<file path="src/rtl/sseg_scan_driver.sv">
// Time-multiplexed hex seven-segment driver, common-anode, double-buffered at frame boundaries.
// Optional SSEG_LEADING_ZERO_BLANK_EN: auto-blank leading zero digits (digit 0 never blanked).
module sseg_scan_driver #(
   parameter int NUM_DIGITS   = 4,
   parameter int CLK_DIV      = 50000,
   parameter int BLANK_CYCLES = 2
) (
   input  logic                    clk,
   input  logic                    rst_n,
   input  logic [4*NUM_DIGITS-1:0] value_in,
   input  logic [NUM_DIGITS-1:0]   dp_in,
   input  logic [NUM_DIGITS-1:0]   blank_in,
   input  logic                    load_in,
   output logic [7:0]              sseg_out,
   output logic [NUM_DIGITS-1:0]   an_out,
   output logic                    pending_out,
   output logic                    frame_out
);

   localparam int PW = $clog2(CLK_DIV);
   localparam int IW = (NUM_DIGITS > 1) ? $clog2(NUM_DIGITS) : 1;
   localparam logic [PW-1:0] PSC_LAST = PW'(CLK_DIV - 1);
   localparam logic [PW-1:0] BLANK_P  = PW'(BLANK_CYCLES);
   localparam logic [IW-1:0] IDX_LAST = IW'(NUM_DIGITS - 1);

   logic [PW-1:0]           psc_q, psc_d;
   logic [IW-1:0]           idx_q, idx_d;
   logic [4*NUM_DIGITS-1:0] act_val_q, act_val_d, pend_val_q, pend_val_d;
   logic [NUM_DIGITS-1:0]   act_dp_q, act_dp_d, pend_dp_q, pend_dp_d;
   logic [NUM_DIGITS-1:0]   act_blk_q, act_blk_d, pend_blk_q, pend_blk_d;
   logic                    pending_q, pending_d;
   logic [7:0]              sseg_q, sseg_d;
   logic [NUM_DIGITS-1:0]   an_q, an_d;

   logic                    term_cnt, frame;
   logic [NUM_DIGITS-1:0]   lz_blk;
   logic                    upper_zero;
   logic [3:0]              nib;

   function automatic logic [6:0] seg7(input logic [3:0] n);
      case (n)
         4'h0: seg7 = 7'h40;
         4'h1: seg7 = 7'h79;
         4'h2: seg7 = 7'h24;
         4'h3: seg7 = 7'h30;
         4'h4: seg7 = 7'h19;
         4'h5: seg7 = 7'h12;
         4'h6: seg7 = 7'h02;
         4'h7: seg7 = 7'h78;
         4'h8: seg7 = 7'h00;
         4'h9: seg7 = 7'h10;
         4'hA: seg7 = 7'h08;
         4'hB: seg7 = 7'h03;
         4'hC: seg7 = 7'h46;
         4'hD: seg7 = 7'h21;
         4'hE: seg7 = 7'h06;
         default: seg7 = 7'h0E;
      endcase
   endfunction

   always_comb begin
      term_cnt = (psc_q == PSC_LAST);
      frame    = term_cnt && (idx_q == IDX_LAST);

      psc_d = term_cnt ? '0 : psc_q + 1'b1;
      idx_d = idx_q;
      if (term_cnt)
         idx_d = (idx_q == IDX_LAST) ? '0 : idx_q + 1'b1;

      act_val_d  = act_val_q;
      act_dp_d   = act_dp_q;
      act_blk_d  = act_blk_q;
      pend_val_d = pend_val_q;
      pend_dp_d  = pend_dp_q;
      pend_blk_d = pend_blk_q;
      pending_d  = pending_q;

      // A load landing on the boundary itself goes straight to the active set.
      if (frame) begin
         if (load_in) begin
            act_val_d = value_in;
            act_dp_d  = dp_in;
            act_blk_d = blank_in;
         end else if (pending_q) begin
            act_val_d = pend_val_q;
            act_dp_d  = pend_dp_q;
            act_blk_d = pend_blk_q;
         end
         pending_d = 1'b0;
      end else if (load_in) begin
         pend_val_d = value_in;
         pend_dp_d  = dp_in;
         pend_blk_d = blank_in;
         pending_d  = 1'b1;
      end
   end

   always_comb begin
      lz_blk     = '0;
      upper_zero = 1'b1;
`ifdef SSEG_LEADING_ZERO_BLANK_EN
      for (int k = NUM_DIGITS - 1; k >= 1; k--) begin
         upper_zero = upper_zero && (act_val_q[4*k +: 4] == 4'h0);
         lz_blk[k]  = upper_zero && !act_dp_q[k];
      end
`endif

      nib = act_val_q[4*int'(idx_q) +: 4];
      if (act_blk_q[idx_q] || lz_blk[idx_q])
         sseg_d = 8'hFF;
      else
         sseg_d = {~act_dp_q[idx_q], seg7(nib)};

      an_d = '1;
      if (psc_q >= BLANK_P)
         an_d[idx_q] = 1'b0;
   end

   always_ff @(posedge clk or negedge rst_n) begin
      if (!rst_n) begin
         psc_q      <= '0;
         idx_q      <= '0;
         act_val_q  <= '0;
         act_dp_q   <= '0;
         act_blk_q  <= '0;
         pend_val_q <= '0;
         pend_dp_q  <= '0;
         pend_blk_q <= '0;
         pending_q  <= 1'b0;
         sseg_q     <= 8'hFF;
         an_q       <= '1;
      end else begin
         psc_q      <= psc_d;
         idx_q      <= idx_d;
         act_val_q  <= act_val_d;
         act_dp_q   <= act_dp_d;
         act_blk_q  <= act_blk_d;
         pend_val_q <= pend_val_d;
         pend_dp_q  <= pend_dp_d;
         pend_blk_q <= pend_blk_d;
         pending_q  <= pending_d;
         sseg_q     <= sseg_d;
         an_q       <= an_d;
      end
   end

   assign sseg_out    = sseg_q;
   assign an_out      = an_q;
   assign pending_out = pending_q;
   assign frame_out   = frame;

endmodule

</file>
<file path="config.mk">
export PLATFORM = sky130hd
export DESIGN_NAME = sseg_scan_driver
export DESIGN_NICKNAME = d
export VERILOG_FILES = /design/src/rtl/sseg_scan_driver.sv
export SDC_FILE = /design/constraint.sdc
export NUM_CORES = 1
export LEC_CHECK = 0
export ABC_AREA = 1
export BUFFER_PORTS_ARGS = -buffer_cell sky130_fd_sc_hd__buf_2
export CAP_MARGIN = 10
export CORE_ASPECT_RATIO = 1.2
export CORE_MARGIN = 4
export CORE_UTILIZATION = 44
export CTS_CLUSTER_SIZE = 30
export DETAILED_ROUTE_END_ITERATION = 16
export PLACE_DENSITY = 0.76
export SLEW_MARGIN = 5
export SYNTH_ARGS = -nofsm -noshare
export SYNTH_HDL_FRONTEND = slang
export SYNTH_SLANG_ARGS = --single-unit
</file>
<file path="constraint.sdc">
create_clock -name clk -period 1.85 [get_ports clk]
set_input_delay 0.4625 -clock clk [delete_from_list [all_inputs] [get_ports clk]]
set_output_delay 0.4625 -clock clk [all_outputs]
set_load 0.03 [all_outputs]
</file>
==> run_results.csv, run 1 <==
group,metric,value,unit
synthesis,synth_cells,551,
timing,layout_worst_path_cycle_share,1.020,
synthesis,ys.flop_type,"dfrtp_1",
floorplan,start_util,0.4590,
place,dp_hpwl,6236,µm
timing,maxSlewHeadroom,0.6559,
synthesis,synth_common_cells,"nand2_1 (191), dfrtp_1 (67), nand3_1 (60)",
floorplan,die_h,115.2,µm
detailed_routing,viasPerCell,5.027,
synthesis,yosysSeqAreaShare,0.4730,
clocking,cts_buffer_depth,2,
synthesis,syn_area,0.004212,mm²
setup_path,cp_data_required_time,1.39,ns
floorplan,fp.coreArea,0.009176,mm²
clocking,numCtsBuffers,9,
clocking,htreeDepth,3,
synthesis,synth_top_area_cell,"dfrtp_1",
floorplan,ios,41,
setup_path,critPathMaxFanout,2,
place,place_inst,701,
floorplan,die-area,0.01121,mm²
setup_path,arrival,1.42,ns
synthesis,yosys-top-cells-area,"dfrtp_1 (40%), nand2_1 (17%), dfstp_2 (7.5%), nand3_1 (7.1%), inv_1 (5.0%)",
cells_and_area,nFillCells,867,
detailed_routing,wl,9101,µm
detailed_routing,ant_nets,0,
detailed_routing,vias,3700,
clocking,clock_latency,0.36,ns
timing,hold_viol_final,0,
global_route,track_usage,0.1684,
power,p_leak,2.639,nW
timing,maxSlewViolCount,0,
detailed_routing,drt-initial-drc-count,215,
detailed_routing,routedWlPerCell,12.37,µm
cells_and_area,final_layout_size_suffix_gt1_frac,0.2045,
setup_path,criticalPathCategory,"reg -> out",
timing,finalSetupViolCount,1,
timing,fmax,529.9,MHz
cells_and_area,diodes,0,
setup_path,critPathSlowestCell,"dfrtp_2",
detailed_routing,dr.pass1.iters,4,
global_route,grt_max_degree,55,
setup_path,cp.buffers_inverters,3,
synthesis,post-synth-top-count-cell,"nand2_1",
global_route,antenna_found_initial,0,
setup_path,worstSetupStartpoint,"psc_q[7]",
global_route,overflow,0,
setup_path,crit_chain,"inv_2 -> nand4_1 -> nor2_4 -> nand3_4 -> inv_2 -> buf_6",
power,power.density,651.3,mW/mm²
min_path,hp-class,"in -> async",
global_route,grt_first_pass_wirelength,15320,µm
synthesis,synth_cell_types,30,
setup_path,r2r_setup_slack,0.17,ns
clocking,clock-sinks,79,
cells_and_area,layout.cells.non_filler,736,
flow_run,maxCapViolCount,0,
synthesis,async_reset_ff_frac,1.000,
cells_and_area,nets,650,
timing,period_needed,1.887,ns
cells_and_area,fin_area,0.004962,mm²
synthesis,ys_ff_latch,79,
timing,tightest_slew,0.5161,ns
setup_path,max_stage_delay,0.43,ns
cells_and_area,utilization,0.5408,
place,place_area,0.004584,mm²
outcome,status,"complete, but fails checks",
synthesis,synth_edf_count,0,
place,gp_congestion,0.9212,
setup_path,cp-start-kind,"flop",
global_route,grt_pass1_vias,3370,
floorplan,die_x,97.31,µm
clocking,cts_root_buf,"clkbuf_8",
synthesis,syn-num-nets,590,
synthesis,netlist.area_leader.share,0.3981,
floorplan,rows,38,
detailed_routing,drc,0,
clocking,cts_tree,"done",
synthesis,ys_warn_count,0,
synthesis,syn_avg_cell_area,7.643,µm²
timing,tns,-0.03712,ns
setup_path,crit_path_frequent_cell,"inv_2",
cells_and_area,synthToLayoutAreaGrowth,17.83,%
setup_path,crit_path_end_kind,"output pin",
setup_path,crit_family,"flip-flops",
place,placement.io_buffers,40,
timing,finClkSkew,0.01070,ns
timing,rsz0062_at_grt,"true",
outcome,violations,"negative setup slack",
power,vdd_drop_max,0.4320,mV
timing,whs,0.06841,ns
setup_path,reg2reg_from,"idx_q[0]",
clocking,cts.clk_slew.worst_paths,0.08,ns
timing,worst_slack,-0.03712,ns
==> path summary, 6_finish.rpt <==
kind,endpoint,cells past startpoint
setup / recovery,frame_out,6
hold / removal,act_val_q[13],1
setup reg to reg,sseg_out[0],10
hold reg to reg,pend_val_q[2],2
max in group asynchronous,sseg_out[7],2
min in group clk,pend_blk_q[1],3
==> state kept, by name (all words and copies together), names as in the netlist <==
| name | flops |
|---|---|
| act_val_q | 16 |
| pend_val_q | 16 |
| psc_q | 16 |
| sseg_out | 8 |
| act_blk_q | 4 |
| act_dp_q | 4 |
| an_out | 4 |
| pend_blk_q | 4 |
| pend_dp_q | 4 |
| idx_q | 2 |
| pending_out | 1 |
==> logic make-up (layout without fill, tap and decap cells) <==
group,count (synthesis),count (layout),share of synthesized area
XOR/XNOR,9,9,0.01872
AO/OA/AOI/OAI,39,39,0.04813
adder cells (fa/ha/maj),12,12,0.03565
buffers and inverters,83,148,0.08259
AND/OR/NAND/NOR,329,329,0.3419
flip-flops,79,79,0.4730
==> through the flow <==
| stage | power (mW) | setup slack (ns) |
|---|---|---|
| 3_5_place_dp | 2.039 | 0.09339 |
| 2_1_floorplan | 1.938 | 0.04497 |
| 5_1_grt | 3.392 | -0.1155 |
| 3_3_place_gp | 2.031 | 0.1711 |
| 6_report | 3.232 | -0.03712 |
| 4_1_cts | 3.266 | -0.07512 |
==> cell usage in the layout (no fill, tap or decap), drive strengths merged <==
cell / instances
o2111ai: 1
xor2: 9
ha: 12
nand4: 26
nor3: 3
o22ai: 1
and2: 1
o21ai: 32
a21oi: 4
o21bai: 1
clkbuf: 14
or2: 2
clkinv: 1
dfrtp: 67
dfstp: 12
buf: 74
nand2: 193
nand3: 62
inv: 58
nor2: 42
bufinv: 1
==> repair_timing <==
action	CTS	global route
gates resized for setup	10	10
setup buffers	9	10
setup endpoints to repair	1	6
pin swaps	6	5
gates cloned	0	0
hold buffers	0	0
==> area by class of cell <==
type	instances	area (µm²)	share of cell area
Clock buffer	14	142.6	0.02874
Tap cell	120	150.1	0.03026
Multi-Input combinational cell	389	1914	0.3858
Sequential cell	79	2001	0.4032
Timing Repair Buffer	74	501.7	0.1011
Inverter	58	217.7	0.04387
Clock inverter	2	35.03	0.007060
==> metal layers <==
| layer | wire length (µm) | track usage |
|---|---|---|
| met1 | 4090 | 0.2179 |
| met2 | 4410 | 0.2739 |
| met3 | 445 | 0.04005 |
| met4 | 155 | 0.07018 |
| met5 | 0 | 0 |
==> power by group <==
| part | internal [mW] | switching [mW] | total (mW) | leakage, nW |
|---|---|---|---|---|
| Clock | 0.625 | 0.603 | 1.23 | 0.0887 |
| Sequential | 1.77 | 0.0241 | 1.80 | 0.988 |
| Combinational | 0.0770 | 0.129 | 0.206 | 1.56 |
| Total | 2.48 | 0.756 | 3.23 | 2.64 |
No activity file was read; power rests on OpenSTA's default activity.
==> run 2, diff against run 1 <==
- BUFFER_PORTS_ARGS: -buffer_cell sky130_fd_sc_hd__buf_2 -> default
- DONT_BUFFER_PORTS: default -> 1
- PLACE_DENSITY: 0.76 -> 0.72
==> run_results.csv, run 2 (synthesized netlist as in run 1, its figures left out) <==
group,metric,value,unit
outcome,status,"complete, but fails checks",
outcome,violations,"negative hold slack",
timing,finClkSkew,0.01135,ns
floorplan,die_x,97.31,µm
cells_and_area,final_layout_size_suffix_gt1_frac,0.1388,
timing,hold_viol_final,79,
detailed_routing,drt-initial-drc-count,210,
floorplan,ios,41,
cells_and_area,layout.cells.non_filler,689,
power,vdd_drop_max,0.4700,mV
flow_run,maxCapViolCount,0,
setup_path,crit_path_end_kind,"output pin",
place,placement.io_buffers,0,
setup_path,cp-start-kind,"flop",
timing,maxSlewHeadroom,0.6809,
timing,layout_worst_path_cycle_share,0.9964,
timing,fmax,542.5,MHz
place,gp_congestion,0.7920,
floorplan,die_h,115.2,µm
detailed_routing,viasPerCell,5.090,
power,finalPower,3.343,mW
global_route,grtUsageMet2,0.2845,
detailed_routing,wl,9107,µm
clocking,cts.clk_slew.worst_paths,0.08,ns
global_route,grt_pass1_vias,3431,
timing,tns,0,ns
cells_and_area,final_cell_mix,"nand2_1 (188), dfrtp_1 (64), nand3_1 (60)",
cells_and_area,nFillCells,862,
global_route,top_usage_layer,"met2",
setup_path,crit_chain,"nor2_2 -> nand2_2 -> nor2_4 -> nand3_4 -> inv_6",
timing,tightest_slew,0.4782,ns
clocking,htreeDepth,3,
global_route,overflow,0,
timing,rsz0062_at_grt,"true",
power,p_leak,2.451,nW
timing,maxSlewViolCount,0,
cells_and_area,synthToLayoutAreaGrowth,12.06,%
cells_and_area,largestRegisters,"act_val_q: 16 flops, pend_val_q: 16 flops, psc_q: 16 flops",
global_route,antenna_found_initial,0,
setup_path,critPathSlowestCell,"dfrtp_1",
clocking,cts_root_buf,"clkbuf_8",
place,place_inst,656,
min_path,hp-class,"in -> async",
floorplan,start_util,0.4590,
setup_path,cp_data_required_time,1.39,ns
clocking,cts_tree,"done",
detailed_routing,drc,0,
floorplan,rows,38,
clocking,clock_latency,0.36,ns
global_route,track_usage,0.1745,
clocking,cts_buffer_depth,2,
detailed_routing,dr.pass1.iters,5,
place,dp_hpwl,6138,µm
global_route,grt_first_pass_wirelength,15950,µm
global_route,use_met3,0.04005,
floorplan,die-area,0.01121,mm²
setup_path,criticalPathCategory,"reg -> out",
global_route,grtUsageMet1,0.2294,
place,place_ws,0.1172,ns
setup_path,r2r_setup_slack,0.16,ns
detailed_routing,routedWlPerCell,13.22,µm
detailed_routing,vias,3507,
cells_and_area,final_common_cell,"nand2_1",
setup_path,max_stage_delay,0.41,ns
setup_path,arrival,1.38,ns
floorplan,fp.coreArea,0.009176,mm²
timing,whs,-0.2090,ns
clocking,numCtsBuffers,9,
cells_and_area,diodes,0,
global_route,grt_max_degree,80,
power,power.density,708.4,mW/mm²
cells_and_area,nets,603,
timing,finalSetupViolCount,0,
timing,period_needed,1.843,ns
clocking,clock-sinks,79,
setup_path,critPathMaxFanout,3,
detailed_routing,ant_nets,0,
timing,worst_slack,0.006581,ns
==> run 2: cell count changes in the layout (fill, tap and decap cells not counted), sizes merged <==
cell,previous run,this run
buf,74,27
clkbuf,14,11
bufinv,1,2
clkinv,1,2
clkinvlp,0,1
==> run 2: critical path: cells and delay by family (launching register included) <==
kind	cells	cell delay, ns
buf+inv	1	0.10
flops	1	0.41
simple gates	4	0.50
==> run 2: what timing repair did <==
item | 4_1_cts | 5_1_grt
endpoints found under the setup margin | 1 | 6
hold endpoints to repair | 79 | 79
buffers inserted | 13 | 4
gates resized for setup | 11 | 5
pin swaps | 6 | 4
cloned | 0 | 0
==> run 2: through the flow <==
step	utilization	instance area, µm²
finish	0.5143	4720
global route	0.5143	4720
CTS	0.5098	4678
detailed placement	0.4707	4319
global placement	0.4707	4319
floorplan	-	4213
==> run 2: final cells by class <==
| type | count | area (µm²) | share of cell area |
|---|---|---|---|
| Clock inverter | 5 | 81.33 | 0.01723 |
| Sequential cell | 79 | 1996 | 0.4229 |
| Inverter | 58 | 222.7 | 0.04719 |
| Tap cell | 120 | 150.1 | 0.03181 |
| Multi-Input combinational cell | 389 | 1909 | 0.4046 |
| Timing Repair Buffer | 27 | 219.0 | 0.04639 |
| Clock buffer | 11 | 141.4 | 0.02996 |
==> run 2: worst paths after layout <==
kind | from | to | cells past startpoint
min in group clk | dp_in[3] | pend_dp_q[3] | 2
max | psc_q[13] | frame_out | 5
min | rst_n | pend_dp_q[2] | 0
min reg2reg | pend_blk_q[1] | pend_blk_q[1] | 2
max in group asynchronous | rst_n | sseg_out[2] | 0
max reg2reg | idx_q[1] | sseg_out[3] | 9
==> run 2: power by group <==
| group | total, mW | switching (mW) | internal (mW) |
|---|---|---|---|
| logic | 0.107 | 0.0597 | 0.0473 |
| registers | 1.80 | 0.0233 | 1.77 |
| clock network | 1.44 | 0.642 | 0.797 |
| total | 3.34 | 0.725 | 2.62 |
==> run 2: per-layer routing <==
metal	wire, µm	vias up
met5	0	-
met4	119	0
met3	451	10
met2	4376	87
met1	4159	1635
li1	-	1775
